[src/rtl/tag_bank_fill_ctrl_if.sv]
// Lookup, memory-fill and tag-bank write signals of the two-way tag store controller.
// The slave modport belongs to the controller; the master modport is the cache datapath side.
interface tag_bank_fill_ctrl_if #(
  parameter int unsigned TagW = 14,
  parameter int unsigned IdxW = 4
);
  logic                 lookup_valid;
  logic [IdxW-1:0]      lookup_idx;
  logic [TagW-1:0]      lookup_tag;
  logic                 cmp1;
  logic                 cmp2;
  logic                 flush;
  logic                 mem_ack;
  logic                 hit;
  logic                 hit_way;
  logic                 busy;
  logic                 mem_req;
  logic [TagW+IdxW-1:0] mem_addr;
  logic                 we1;
  logic                 we2;
  logic [IdxW-1:0]      w_idx;
  logic [TagW-1:0]      w_tag;
  logic                 fill_done;
  logic                 fill_way;

  modport slave (
    input  lookup_valid, lookup_idx, lookup_tag, cmp1, cmp2, flush, mem_ack,
    output hit, hit_way, busy, mem_req, mem_addr, we1, we2, w_idx, w_tag, fill_done, fill_way
  );

  modport master (
    output lookup_valid, lookup_idx, lookup_tag, cmp1, cmp2, flush, mem_ack,
    input  hit, hit_way, busy, mem_req, mem_addr, we1, we2, w_idx, w_tag, fill_done, fill_way
  );
endinterface

[src/rtl/tag_bank_fill_ctrl.sv]
// Two-way tag store controller: qualifies bank compares into a registered hit, and on a miss
// picks a victim, fetches the line over req/ack and writes exactly one tag bank for one cycle.
module tag_bank_fill_ctrl #(
  parameter int unsigned TagW = 14,
  parameter int unsigned IdxW = 4
) (
  input logic                  clk,
  input logic                  rst,
  tag_bank_fill_ctrl_if.slave  bus
);
  localparam int unsigned NumSets = 1 << IdxW;

  typedef enum logic [1:0] {StIdle, StReq, StFill} state_e;

  state_e             state_q;
  logic [NumSets-1:0] v1_q;
  logic [NumSets-1:0] v2_q;
  logic [NumSets-1:0] lru_q;

  logic            h1;
  logic            h2;
  logic            victim;
  logic [IdxW-1:0] fill_idx;
  logic [TagW-1:0] fill_tag;

  // mem_addr doubles as the latch for the missing line's tag and index.
  assign fill_idx = bus.mem_addr[IdxW-1:0];
  assign fill_tag = bus.mem_addr[TagW+IdxW-1:IdxW];

  always_comb begin
    h1     = bus.cmp1 & v1_q[bus.lookup_idx];
    h2     = bus.cmp2 & v2_q[bus.lookup_idx];
    victim = 1'b0;
    if (!v1_q[bus.lookup_idx]) begin
      victim = 1'b0;
    end else if (!v2_q[bus.lookup_idx]) begin
      victim = 1'b1;
    end else begin
      victim = lru_q[bus.lookup_idx];
    end
  end

  always_ff @(posedge clk) begin
    if (rst) begin
      state_q       <= StIdle;
      v1_q          <= '0;
      v2_q          <= '0;
      lru_q         <= '0;
      bus.hit       <= 1'b0;
      bus.hit_way   <= 1'b0;
      bus.busy      <= 1'b0;
      bus.mem_req   <= 1'b0;
      bus.mem_addr  <= '0;
      bus.we1       <= 1'b0;
      bus.we2       <= 1'b0;
      bus.w_idx     <= '0;
      bus.w_tag     <= '0;
      bus.fill_done <= 1'b0;
      bus.fill_way  <= 1'b0;
    end else if (bus.flush) begin
      // Abort: drop any fill in flight without writing a bank.
      state_q       <= StIdle;
      v1_q          <= '0;
      v2_q          <= '0;
      lru_q         <= '0;
      bus.hit       <= 1'b0;
      bus.busy      <= 1'b0;
      bus.mem_req   <= 1'b0;
      bus.we1       <= 1'b0;
      bus.we2       <= 1'b0;
      bus.fill_done <= 1'b0;
    end else begin
      bus.hit       <= 1'b0;
      bus.we1       <= 1'b0;
      bus.we2       <= 1'b0;
      bus.fill_done <= 1'b0;
      unique case (state_q)
        StIdle: begin
          if (bus.lookup_valid) begin
            if (h1 || h2) begin
              bus.hit                <= 1'b1;
              bus.hit_way            <= ~h1;
              lru_q[bus.lookup_idx]  <= h1;
            end else begin
              bus.mem_addr <= {bus.lookup_tag, bus.lookup_idx};
              bus.fill_way <= victim;
              bus.mem_req  <= 1'b1;
              bus.busy     <= 1'b1;
              state_q      <= StReq;
            end
          end
        end
        StReq: begin
          if (bus.mem_ack) begin
            bus.mem_req   <= 1'b0;
            bus.we1       <= ~bus.fill_way;
            bus.we2       <= bus.fill_way;
            bus.w_idx     <= fill_idx;
            bus.w_tag     <= fill_tag;
            bus.fill_done <= 1'b1;
            if (bus.fill_way) begin
              v2_q[fill_idx] <= 1'b1;
            end else begin
              v1_q[fill_idx] <= 1'b1;
            end
            lru_q[fill_idx] <= ~bus.fill_way;
            state_q         <= StFill;
          end
        end
        StFill: begin
          bus.busy <= 1'b0;
          state_q  <= StIdle;
        end
        default: begin
          state_q <= StIdle;
        end
      endcase
    end
  end
endmodule
[src/flat_wrapper.sv]
// flat-port wrapper written by rule: the top's interface ports become plain ports
module tag_bank_fill_ctrl_flat 
#(
  parameter int unsigned TagW = 14,
  parameter int unsigned IdxW = 4
)
  (clk, rst, bus_lookup_valid, bus_lookup_idx, bus_lookup_tag, bus_cmp1, bus_cmp2, bus_flush, bus_mem_ack, bus_hit, bus_hit_way, bus_busy, bus_mem_req, bus_mem_addr, bus_we1, bus_we2, bus_w_idx, bus_w_tag, bus_fill_done, bus_fill_way);
  tag_bank_fill_ctrl_if #(.TagW(TagW), .IdxW(IdxW)) bus_i ();
  input logic clk;
  input logic rst;
  input wire logic [$bits(bus_i.lookup_valid)-1:0] bus_lookup_valid;
  input wire logic [$bits(bus_i.lookup_idx)-1:0] bus_lookup_idx;
  input wire logic [$bits(bus_i.lookup_tag)-1:0] bus_lookup_tag;
  input wire logic [$bits(bus_i.cmp1)-1:0] bus_cmp1;
  input wire logic [$bits(bus_i.cmp2)-1:0] bus_cmp2;
  input wire logic [$bits(bus_i.flush)-1:0] bus_flush;
  input wire logic [$bits(bus_i.mem_ack)-1:0] bus_mem_ack;
  output wire logic [$bits(bus_i.hit)-1:0] bus_hit;
  output wire logic [$bits(bus_i.hit_way)-1:0] bus_hit_way;
  output wire logic [$bits(bus_i.busy)-1:0] bus_busy;
  output wire logic [$bits(bus_i.mem_req)-1:0] bus_mem_req;
  output wire logic [$bits(bus_i.mem_addr)-1:0] bus_mem_addr;
  output wire logic [$bits(bus_i.we1)-1:0] bus_we1;
  output wire logic [$bits(bus_i.we2)-1:0] bus_we2;
  output wire logic [$bits(bus_i.w_idx)-1:0] bus_w_idx;
  output wire logic [$bits(bus_i.w_tag)-1:0] bus_w_tag;
  output wire logic [$bits(bus_i.fill_done)-1:0] bus_fill_done;
  output wire logic [$bits(bus_i.fill_way)-1:0] bus_fill_way;
  assign bus_i.lookup_valid = bus_lookup_valid;
  assign bus_i.lookup_idx = bus_lookup_idx;
  assign bus_i.lookup_tag = bus_lookup_tag;
  assign bus_i.cmp1 = bus_cmp1;
  assign bus_i.cmp2 = bus_cmp2;
  assign bus_i.flush = bus_flush;
  assign bus_i.mem_ack = bus_mem_ack;
  assign bus_hit = bus_i.hit;
  assign bus_hit_way = bus_i.hit_way;
  assign bus_busy = bus_i.busy;
  assign bus_mem_req = bus_i.mem_req;
  assign bus_mem_addr = bus_i.mem_addr;
  assign bus_we1 = bus_i.we1;
  assign bus_we2 = bus_i.we2;
  assign bus_w_idx = bus_i.w_idx;
  assign bus_w_tag = bus_i.w_tag;
  assign bus_fill_done = bus_i.fill_done;
  assign bus_fill_way = bus_i.fill_way;
  tag_bank_fill_ctrl #(.TagW(TagW), .IdxW(IdxW)) u_core (.clk(clk), .rst(rst), .bus(bus_i));
endmodule
[config.mk]
export PLATFORM = sky130hd
export DESIGN_NAME = tag_bank_fill_ctrl_flat
export DESIGN_NICKNAME = d
export VERILOG_FILES = /design/src/rtl/tag_bank_fill_ctrl_if.sv /design/src/rtl/tag_bank_fill_ctrl.sv /design/src/flat_wrapper.sv
export SDC_FILE = /design/constraint.sdc
export NUM_CORES = 1
export LEC_CHECK = 0
export CAP_MARGIN = 20
export CORE_MARGIN = 4
export CORE_UTILIZATION = 48
export CTS_CLUSTER_DIAMETER = 150
export DETAILED_ROUTE_END_ITERATION = 7
export GPL_TIMING_DRIVEN = 0
export PLACE_DENSITY = 0.83
export SYNTH_ARGS = -nofsm -noshare
export SYNTH_HDL_FRONTEND = slang
export SYNTH_SLANG_ARGS = --single-unit
[constraint.sdc]
create_clock -name clk -period 1.9 [get_ports clk]
set_input_delay 0.38 -clock clk [delete_from_list [all_inputs] [get_ports clk]]
set_output_delay 0.38 -clock clk [all_outputs]
set_load 0.03 [all_outputs]
==> impl_metrics.ini, run 1 <==
[drt]
drtIter0Drc = 524
dr_total_vias = 4293
drc = 0
vias_per_cell = 6.03
antenna_left = 0
wl_per_cell_um = 19.2
drt_first_pass_iters = 6
wirelength_mm = 13.7

[die]
rows = 34
pin_count = 69
die_w_um = 103
die_h_um = 103
dieArea_um2 = 10600
core_um2 = 8760
initial_core_util = 0.495

[global_routing]
grt_pass1_vias = 4113
antenna_found_initial = 0
grt_pass1_wl_mm = 20.6
grt_overflow = 0
grt_usage = 0.247
grt_max_degree = 19

[clock_network]
cts.path.max_buffers = 2
clkTransAtPathRegs_ns = 0.10
cts_tree = yes
clkLatencyLatePin_ns = 0.38
ctsRootBufferMaster = clkbuf_8
numCtsBuffers = 9
clkSinkCount = 94
htree_levels = 3

[cells_and_area]
drive_gt1_frac = 0.215
final_core_util = 0.658
regArea_um2 = 1890
final_nets = 624
multi_input_area_um2 = 2480
area_delta_synth_final_pct = 33.0
final_cell_mix = dfxtp_1 (90), nand2_1 (88), clkdlybuf4s50_1 (62)
mostFrequentLayoutCell = dfxtp_1
fin_cells = 712
diodes = 0
fillerInstances = 665

[logic_synthesis]
yosys.area_share.simple = 0.222
synth-compound-area-share = 0.209
synth_cells = 503
async_reset_ff_frac = 0
muxShareOfSynthArea = 0.0874
ys_seq_area_frac = 0.434
yosysWarnings = 0
syn_nets = 528
synth-xor-area-share = 0
syn_area_um2 = 4340
yosysTopAreaCell = dfxtp_1
synth-main-ff-cell = dfxtp_1
synthTopCellsByArea = dfxtp_1 (43%), nand2_1 (8.1%), mux2i_1 (6.9%)
yosysTopAreaCellShare = 0.434
yosys.area_share.adder = 0
ys_seq_elements = 94
synth_cell_types = 58
syn_avg_cell_area_um2 = 8.62
synth_edf_count = 0
synth_top_family_by_area = simple AND/OR/NAND/NOR gates

[setup_path]
rr_worst_depth = 9
end_kind = flip-flop
r2r_start = u_core.v2_q[8]
crit_fanout = 5
critPathKind = flip-flop to flip-flop
r2r_slack_ns = -0.20
r2r_end = u_core.lru_q[3]
cpLargestDelayFamily = compound AO/OA/AOI/OAI gates
critPathBufInv = 2
critPathMaxStageDelay_ns = 0.36
required_ns = 2.15
critPathLaunchType = flip-flop
arrival_ns = 2.35
cp_slowest_cell = a221o_1
crit_chain = mux2i_1 > a221o_1 > a211oi_4 > a21oi_4 > a31oi_4 > buf_4 > buf_6 > nand3_2 > nor3b_2

[placed_design]
io_buffers = 65
dp_slack_ns = -0.914
gp_congestion = 0.986
dp_cells = 676
place_hpwl_mm = 9.46

[sta]
rsz0062_at_grt = yes
min_period_ns = 2.10
hold_viol = 0
min_period_over_period = 1.11
clock_skew_ns = 0.0112
setup_ws_ns = -0.205
finalSetupViolations = 45
timing.slew.headroom = 0.598
tightest_slew_ns = 0.602
slew_violations = 0
fmax_ghz = 0.475

[pwr]
power_mw = 4.00
power.density_nw_per_um2 = 693
irDropWorstVdd_uv = 394
p_leak_nw = 2.15

[status]
run_status = finished, violations left
violations = setup timing

[worst_hold_path]
min-delay-start = rst
hold_end = u_core.state_q[1]
hp-class = input port to flip-flop
holdPathStages = 2

[run]
max_cap_violations = 0
## Yosys cell counts, drive strengths merged (2+ instances only)
cell type / n
a2111o: 2
a211oi: 6
a21o: 2
a21oi: 35
a22o: 4
a22oi: 3
a31oi: 3
and3: 3
buf: 10
clkbuf: 26
dfxtp: 94
inv: 8
mux2: 3
mux2i: 30
mux4: 2
nand2: 93
nand2b: 8
nand3: 21
nand3b: 3
nor2: 39
nor2b: 9
nor3: 3
nor3b: 10
o211ai: 2
o21ai: 29
o221ai: 2
o22a: 12
o22ai: 18
o32ai: 2
or2: 4
or3: 3
## cell type report
cell class / count / area share
Multi-Input combinational cell: 365 / 0.430
Sequential cell: 94 / 0.327
Timing Repair Buffer: 87 / 0.145
Buffer: 34 / 0.0362
Tap cell: 108 / 0.0234
Clock buffer: 9 / 0.0215
Clock inverter: 7 / 0.0117
Inverter: 8 / 0.00521
## sequential cells by signal (all words and copies together), names as in the netlist
| name | cells |
|---|---|
| u_core.lru_q | 16 |
| u_core.v1_q | 16 |
| u_core.bus.hit_way | 1 |
| u_core.bus.busy | 1 |
| u_core.state_q | 2 |
| u_core.bus.mem_req | 1 |
| u_core.bus.hit | 1 |
| u_core.bus.fill_way | 1 |
| u_core.bus.we1 | 1 |
| u_core.bus.we2 | 1 |
| u_core.bus.w_idx | 4 |
| u_core.bus.fill_done | 1 |
| u_core.v2_q | 16 |
| u_core.bus.mem_addr | 18 |
| u_core.bus.w_tag | 14 |
## repair_timing
action                     in CTS  in global routing
resized for setup              49                 62
setup endpoints to repair      72                 69
hold buffers                    0                  0
setup buffers                   8                 11
pin swaps                      10                  7
cloned                          3                  1
## routing by layer
metal	track usage	routed length [µm]	vias up
li1	-	-	1972
met1	0.331	5520	1997
met2	0.398	6530	274
met3	0.0440	1260	50
met4	0.0916	371	0
met5	0	0	-
## cells by family after synthesis
group	after synthesis
buffers and inverters	44
multiplexers	35
flip-flops	94
AO/OA/AOI/OAI	131
AND/OR/NAND/NOR	199
## report_power, final
group	switching (mW)	total, mW	leakage, nW	internal (mW)
logic	0.386	0.667	1.29	0.281
clock network	0.802	1.31	0.0989	0.508
registers	0.0225	2.02	0.761	2.00
total	1.21	4.00	2.15	2.79
## worst max path at each step
stage	startpoint	end	slack [ns]	depth (start not counted)
after floorplan	bus_lookup_idx[1]	u_core.lru_q[14]	-0.08	10
after global placement	bus_lookup_idx[3]	u_core.lru_q[7]	-0.93	9
after detailed placement	bus_lookup_idx[3]	u_core.bus.mem_addr[5]	-0.91	9
after CTS	u_core.v2_q[3]	u_core.lru_q[3]	-0.14	8
after global routing	u_core.v2_q[8]	u_core.lru_q[3]	-0.20	9
final	u_core.v2_q[8]	u_core.lru_q[3]	-0.20	9
## stage by stage
step / hold WS, ns / setup TNS, ns / cell area (µm²)
floorplan: 0.417 / -2.54 / 4370
CTS: 0.394 / -2.16 / 5560
finish: 0.418 / -3.42 / 5770
global route: 0.488 / -4.77 / 5770
global placement: 0.428 / -51.00 / 5150
detailed placement: 0.440 / -51.70 / 5150
No activity file was read; power rests on OpenSTA's default activity.
==> run 2, diff against run 1 <==
- CELL_PAD_IN_SITES_DETAIL_PLACEMENT: unset -> 0
- CELL_PAD_IN_SITES_GLOBAL_PLACEMENT: unset -> 1
- CORE_UTILIZATION: 48 -> 36
- PLACE_DENSITY: 0.83 -> 0.82
- SLEW_MARGIN: unset -> 20
==> impl_metrics.ini, run 2 (synthesis gave the netlist of run 1 again) <==
[sta]
hold_viol = 0
clock_skew_ns = 0.0114
timing.slew.headroom = 0.605
min_period_over_period = 1.04
tightest_slew_ns = 0.593
min_period_ns = 1.98
finalSetupViolations = 29
slew_violations = 0
fmax_ghz = 0.505
setup_ws_ns = -0.0820
rsz0062_at_grt = yes

[setup_path]
r2r_end = u_core.lru_q[14]
crit_chain = clkdlybuf4s50_1 > nand2_1 > a31oi_1 > and3_1 > a21oi_4 > a31oi_4 > buf_12 > buf_8 > nand3_2 > nor3b_2
cp.depth = 10
cpLargestDelayFamily = buffers and inverters
critPathKind = input port to flip-flop
required_ns = 2.13
crit_start = bus_cmp2
critPathBufInv = 3
cp-endpoint = u_core.lru_q[14]
cp_slowest_cell = clkdlybuf4s50_1
crit_fanout = 6
arrival_ns = 2.21
critPathMaxStageDelay_ns = 0.57
end_kind = flip-flop
r2r_start = u_core.v2_q[1]
rr_worst_depth = 9
r2r_slack_ns = -0.08
critPathLaunchType = input port

[global_routing]
grt_pass1_vias = 3875
grt_max_degree = 20
grt_pass1_wl_mm = 21.6
antenna_found_initial = 0
use_met3 = 0.0413
met1_usage = 0.261
grt_overflow = 0
met2_usage = 0.314
grt_usage = 0.196
top_usage_layer = met2

[die]
core_um2 = 11600
initial_core_util = 0.373
rows = 39
pin_count = 69
dieArea_um2 = 13900
die_h_um = 118
die_w_um = 118

[cells_and_area]
diodes = 0
fin_area_um2 = 5940
mostFrequentLayoutCell = dfxtp_1
largest_register_ffs = 18
drive_gt1_frac = 0.211
fillerInstances = 1076
largest-register = u_core.bus.mem_addr
final_cell_mix = dfxtp_1 (90), nand2_1 (89), clkdlybuf4s50_1 (62)
final_nets = 618
fin_cells = 741
area_delta_synth_final_pct = 37.0

[clock_network]
ctsRootBufferMaster = clkbuf_16
clkLatencyLatePin_ns = 0.36
clkTransAtPathRegs_ns = 0.07
cts_tree = yes
htree_levels = 3
clkSinkCount = 94
cts.path.max_buffers = 2
numCtsBuffers = 9

[drt]
antenna_left = 0
wirelength_mm = 13.8
wl_per_cell_um = 18.6
drc = 0
dr_total_vias = 4072
drtIter0Drc = 439
drt_first_pass_iters = 5
vias_per_cell = 5.50

[placed_design]
io_buffers = 65
gp_congestion = 0.905
dpl_cell_area_um2 = 5200
dp_cells = 711
place_hpwl_mm = 9.91
dp_slack_ns = -0.967

[pwr]
irDropWorstVdd_uv = 576
p_leak_nw = 2.18
power_mw = 4.49
power.density_nw_per_um2 = 757

[status]
violations = setup timing
run_status = finished, violations left

[run]
max_cap_violations = 0

[worst_hold_path]
hp-class = flip-flop to flip-flop
==> run 2: cell count changes in the layout (fill, tap and decap cells not counted), sizes merged <==
| cell | before | now |
|---|---|---|
| clkinvlp | 0 | 1 |
| clkinv | 4 | 3 |
| buf | 35 | 29 |
==> run 2: worst min path at each step <==
stage / endpoint / start / slack (ns) / cells past startpoint
CTS: u_core.state_q[1] / rst / 0.42 / 2
detailed placement: u_core.v1_q[0] / u_core.v1_q[0] / 0.44 / 2
floorplan: u_core.v1_q[0] / u_core.v1_q[0] / 0.42 / 2
global route: u_core.bus.w_idx[2] / u_core.bus.w_idx[2] / 0.47 / 2
global placement: u_core.v1_q[13] / u_core.v1_q[13] / 0.43 / 2
finish: u_core.bus.w_tag[9] / u_core.bus.w_tag[9] / 0.45 / 2
==> run 2: layout make-up <==
class | instances | area (µm²) | share of cell area
buffer | 35 | 250 | 0.0421
clock buffer | 9 | 225 | 0.0379
clock inverter | 7 | 77.6 | 0.0131
inverter | 8 | 30.0 | 0.00506
multi-input combinational | 365 | 2490 | 0.420
sequential | 94 | 1890 | 0.318
tap | 143 | 179 | 0.0301
timing repair buffer | 80 | 798 | 0.134
==> run 2: worst register-to-register path, stage by stage (launching register included) <==
cell and delay (ns):
dfxtp_2 0.33, mux2i_1 0.08, a221o_1 0.36, a211oi_4 0.24, a21oi_4 0.12, a31oi_4 0.20
buf_12 0.16, buf_8 0.13, nand3_2 0.06, nor3b_2 0.16
==> run 2: repair_timing <==
item	CTS	global route
hold buffers	0	0
resized for setup	76	46
cloned	5	0
pin swaps	8	10
setup endpoints to repair	77	71
endpoints found under the hold margin	0	0
setup buffers	6	5
==> run 2: report_power, final <==
group / internal [mW] / switching, mW
Sequential: 2.00 / 0.0211
Clock: 0.931 / 0.884
Combinational: 0.280 / 0.380
==> run 2: routing by layer <==
layer  vias to the layer above  share of wire
met5                         -              0
met4                         0          0.022
met1                      1950           0.44
met3                        27          0.061
li1                       1958              -
met2                       137           0.48
==> run 2: per-stage QoR <==
stage	TNS (ns)	util	hold slack [ns]
after detailed placement	-55.56	0.447	0.440
final	-1.30	0.511	0.452
after global placement	-54.95	0.447	0.432
after CTS	-1.92	0.498	0.425
after global routing	-3.52	0.511	0.470
after floorplan	-2.54	-	0.417
